<file path="config.mk">
export PLATFORM = sky130hd
export DESIGN_NAME = load_stall_ctrl
export DESIGN_NICKNAME = d
export VERILOG_FILES = /design/src/rtl/load_stall_ctrl.sv
export SDC_FILE = /design/constraint.sdc
export NUM_CORES = 1
export LEC_CHECK = 0
export CORE_ASPECT_RATIO = 0.7
export CORE_MARGIN = 1
export CORE_UTILIZATION = 25
export CTS_BUF_LIST = sky130_fd_sc_hd__clkbuf_8
export DETAILED_ROUTE_END_ITERATION = 7
export PLACE_DENSITY_LB_ADDON = 0.15
export REMOVE_ABC_BUFFERS = 1
export SYNTH_ARGS = -nofsm -noshare
export SYNTH_HDL_FRONTEND = slang
export SYNTH_SLANG_ARGS = --single-unit
</file>
<file path="constraint.sdc">
create_clock -name clk_i -period 3.85 [get_ports clk_i]
set_clock_uncertainty 0.1 [all_clocks]
set_input_delay 0.77 -clock clk_i [delete_from_list [all_inputs] [get_ports clk_i]]
set_output_delay 0.77 -clock clk_i [all_outputs]
set_load 0.02 [all_outputs]
</file>
<file path="src/rtl/load_stall_ctrl.sv">
// Hazard detection and stall control for the ID stage: load-use and branch-in-ID
// operand hazards, multi-cycle holds via a countdown FSM, saturating stall counter.
module load_stall_ctrl #(
  parameter int ADDR_W       = 5,
  parameter int LOAD_LAT     = 1,
  parameter int BRANCH_IN_ID = 1,
  parameter int CNT_W        = 16
) (
  input  logic              clk_i,
  input  logic              rst_i,
  input  logic [ADDR_W-1:0] RS1addr_i,
  input  logic [ADDR_W-1:0] RS2addr_i,
  input  logic              RS1use_i,
  input  logic              RS2use_i,
  input  logic              Branch_i,
  input  logic              IDEX_MemRead_i,
  input  logic              IDEX_RegWrite_i,
  input  logic [ADDR_W-1:0] IDEX_RDaddr_i,
  input  logic              Flush_i,
  output logic              PCWrite_o,
  output logic              Stall_o,
  output logic              NoOp_o,
  output logic [CNT_W-1:0]  StallCnt_o
);

  // Wide enough to hold LOAD_LAT+1, the longest stall sequence.
  localparam int CW = $clog2(LOAD_LAT + 2);
  localparam logic [CW-1:0] LAT    = CW'(LOAD_LAT);
  localparam logic [CW-1:0] LAT_P1 = CW'(LOAD_LAT + 1);
  localparam logic [CW-1:0] ONE    = CW'(1);
  localparam logic BR_EN = (BRANCH_IN_ID != 0);

  typedef enum logic {IDLE, HOLD} state_t;

  state_t         state_q, state_d;
  logic [CW-1:0]  cnt_q, cnt_d;
  logic [CW-1:0]  need;
  logic           m1, m2, m;
  logic           stall;
  logic [CNT_W-1:0] perf_q;

  assign m1 = RS1use_i && (RS1addr_i != '0) && (RS1addr_i == IDEX_RDaddr_i);
  assign m2 = RS2use_i && (RS2addr_i != '0) && (RS2addr_i == IDEX_RDaddr_i);
  assign m  = m1 | m2;

  // Cases are mutually exclusive except load-use vs branch-on-load, where the later wins.
  always_comb begin
    need = '0;
    if (IDEX_MemRead_i && m)
      need = LAT;
    if (BR_EN && Branch_i && IDEX_RegWrite_i && !IDEX_MemRead_i && m)
      need = ONE;
    if (BR_EN && Branch_i && IDEX_MemRead_i && m)
      need = LAT_P1;
  end

  always_ff @(posedge clk_i or negedge rst_i) begin
    if (!rst_i) begin
      state_q <= IDLE;
      cnt_q   <= '0;
    end else begin
      state_q <= state_d;
      cnt_q   <= cnt_d;
    end
  end

  always_comb begin
    state_d = state_q;
    cnt_d   = cnt_q;
    if (Flush_i) begin
      state_d = IDLE;
      cnt_d   = '0;
    end else begin
      case (state_q)
        IDLE: begin
          if (need > ONE) begin
            state_d = HOLD;
            cnt_d   = need - ONE;
          end else begin
            cnt_d = '0;
          end
        end
        HOLD: begin
          cnt_d = cnt_q - ONE;
          if (cnt_q <= ONE) begin
            state_d = IDLE;
            cnt_d   = '0;
          end
        end
        default: begin
          state_d = IDLE;
          cnt_d   = '0;
        end
      endcase
    end
  end

  always_comb begin
    stall = rst_i && !Flush_i && ((state_q == HOLD) || (need != '0));
    PCWrite_o = !stall;
    Stall_o   = stall;
    NoOp_o    = stall;
  end

  always_ff @(posedge clk_i or negedge rst_i) begin
    if (!rst_i)
      perf_q <= '0;
    else if (stall && (perf_q != '1))
      perf_q <= perf_q + 1'b1;
  end

  assign StallCnt_o = perf_q;

endmodule

</file>
==> impl_metrics.yaml <==
layout:
  layout.nets: 214
  final_common_cell: "clkdlybuf4s50_1"
  antennaDiodeCount: 0
  syn_to_final_growth_pct: 42.9
  drive_gt1_share_pct: 13.8
  layout_common_cells: "clkdlybuf4s50_1, dfrtp_1, nand3_1"
  final_cell_area_um2: 1910
synthesis:
  ys_types: 44
  synth.area.top_cells: "dfrtp_1, xnor2_1, nand3_1, a311oi_2, nand2_1"
  synth_async_sr_flop_share_pct: 100
  synth_top_area_share_pct: 35.5
  syn_inst: 144
  synth.yosys.seq_area_share_pct: 35.5
  syn_avg_cell_area_um2: 9.29
  synth-edff-count: 0
  ys_ff_latch: 19
  netlist_area_um2: 1340
  synthFlopType: "dfrtp_1"
  synth_top_cell_by_area: "dfrtp_1"
  yosysWarnings: 0
routing:
  drc_errors: 0
  drtAntennaViolNets: 0
  via_count: 1321
  vias_per_cell: 5.12
  drt-total-wl_um: 3940
  dr.pass1.iters: 4
  first_iter_violations: 107
  route.detailed.wl_per_inst_um: 15.3
placement:
  placement.io_buffers: 41
  detailed_place_hpwl_um: 3100
  placed_area_um2: 1840
  gp_congestion: 0.809
die:
  core_area_um2: 4970
  start_util_pct: 26.9
  num_rows: 21
  die_width_um: 89.4
  die_h_um: 63.2
  io_pins: 42
  die_area_um2: 5650
critical_path:
  crit_chain: "clkdlybuf4s50_1 -> or4_1 -> a21oi_2 -> nor4_2 -> nor3_2 -> dlygate4sd2_1"
  critical_path_class: "in -> out"
  startpoint_type: "primary input"
  worstSetupStartpoint: "RS1addr_i[1]"
  worstPathRequired_ns: 2.98
  arrival_ns: 2.65
  r2r-start: "StallCnt_o[4]"
  max_stage_delay_ns: 0.54
  cp_top_family: "buffers and inverters"
  cp_slowest_cell: "or4_1"
  crit_fanout: 3
  crit_path_end_kind: "output pin"
  crit_buf_inv: 2
cts:
  cts_resized: 5
  cts_tree: "done"
  cts_made_buffers: 3
  holdBufCountCts: 0
  clockRootBuffer: "clkbuf_8"
  clock_path_buffers: 2
  clkTransAtPathRegs_ns: 0.08
  cts.sinks: 19
  worstSkewPairLatency_ns: 0.26
  cts.htree.levels: 1
  cts_setup_buffers: 0
timing:
  maxSlewHeadroom_pct: 60.6
  clock.fmax_mhz: 284
  drv_slew: 0
  hold_ws_ns: 0.421
  rsz0062_at_grt: "no"
  layout_min_cycle_time_ns: 3.52
  final-setup-viol-count: 0
  hold_viol_final: 0
  tightest_slew_ns: 0.591
  setup_tns_ns: 0
  fin_crit_sh_pct: 91.5
power_and_ir_drop:
  vdd_ir_drop_max_mv: 0.0992
  p_leak_nw: 0.729
  powerDensity_nw_per_um2: 247
global_route:
  grt_use_total_pct: 15.8
  grt_pass1_wl_um: 6800
  first_global_vias: 1351
  grt_max_degree: 22
  antenna_found_initial: 0
  gr-total-overflow: 0
run_status:
  run_status: "complete, no violations"
job:
  drv_cap: 0
hold_path:
  min_from: "StallCnt_o[15]"
  hold_class: "reg -> reg"
==> final timing paths <==
| kind | end | slack (ns) | depth (start not counted) |
|---|---|---|---|
| hold / removal | StallCnt_o[15] | 0.42 | 1 |
| setup / recovery | PCWrite_o | 0.33 | 6 |
| max in group asynchronous | StallCnt_o[7] | 2.55 | 2 |
| setup reg to reg | StallCnt_o[0] | 1.49 | 5 |
| hold reg to reg | StallCnt_o[15] | 0.42 | 1 |
| min in group asynchronous | StallCnt_o[0] | 0.87 | 2 |
==> cells by family after synthesis <==
group           count (synthesis)  synth area share [%]
simple gates                   62                  25.8
compound gates                 34                  21.6
flops                          19                  35.5
xor+xnor                       12                  7.86
buf+inv                        12                  5.05
mux                             4                  3.18
fa+ha+maj                       1                 0.935
==> report_power, final <==
| part | internal, mW | leakage, nW | switching, mW |
|---|---|---|---|
| clock | 0.0721 | 0.0255 | 0.0709 |
| combinational | 0.0581 | 0.464 | 0.0501 |
| sequential | 0.207 | 0.240 | 0.0141 |
| total | 0.337 | 0.729 | 0.135 |
==> synth_stat cells, types with 3 or more instances <==
library cell and n:
dfrtp_1 19, a31oi_1 4, nand2_1 10, buf_2 3, nor2_1 8, inv_1 4
a311oi_2 4, xnor2_1 8, a21oi_1 5, and3_1 3, nor3_1 5, nand3_1 13
o21ai_0 3, xor2_1 4, nand4_1 4, or4_1 5
==> area by class of cell <==
class / instances / area (um2)
well taps: 69 / 86.3
clock buffers: 3 / 41.3
flip-flops and latches: 19 / 475
clock inverters: 1 / 5.00
fillers: 500 / 3050
multi-input cells: 113 / 815
inverters: 4 / 15.0
repair buffers: 49 / 474
==> stage by stage <==
stage	setup WS (ns)	instances	util (%)	power, mW
CTS	0.0374	258	38.4	0.481
floorplan	0.592	136	-	0.267
detailed placement	-0.0324	254	37.1	0.331
global route	0.248	258	38.5	0.502
global placement	-0.0722	254	37.1	0.328
finish	0.325	258	38.5	0.472
==> layer usage <==
| layer | track usage, % | part of all wire [%] | vias to the layer above |
|---|---|---|---|
| met5 | 0 | 0 | - |
| met1 | 21.6 | 48 | 641 |
| met3 | 3.93 | 6.1 | 0 |
| met2 | 26.0 | 46 | 36 |
| met4 | 1.19 | 0 | 0 |
| li1 | - | - | 644 |
==> state kept, by name, indices dropped and copies added (netlist names) <==
name        flops
cnt_q           2
state_q         1
StallCnt_o     16
No activity file was read; power rests on OpenSTA's default activity.
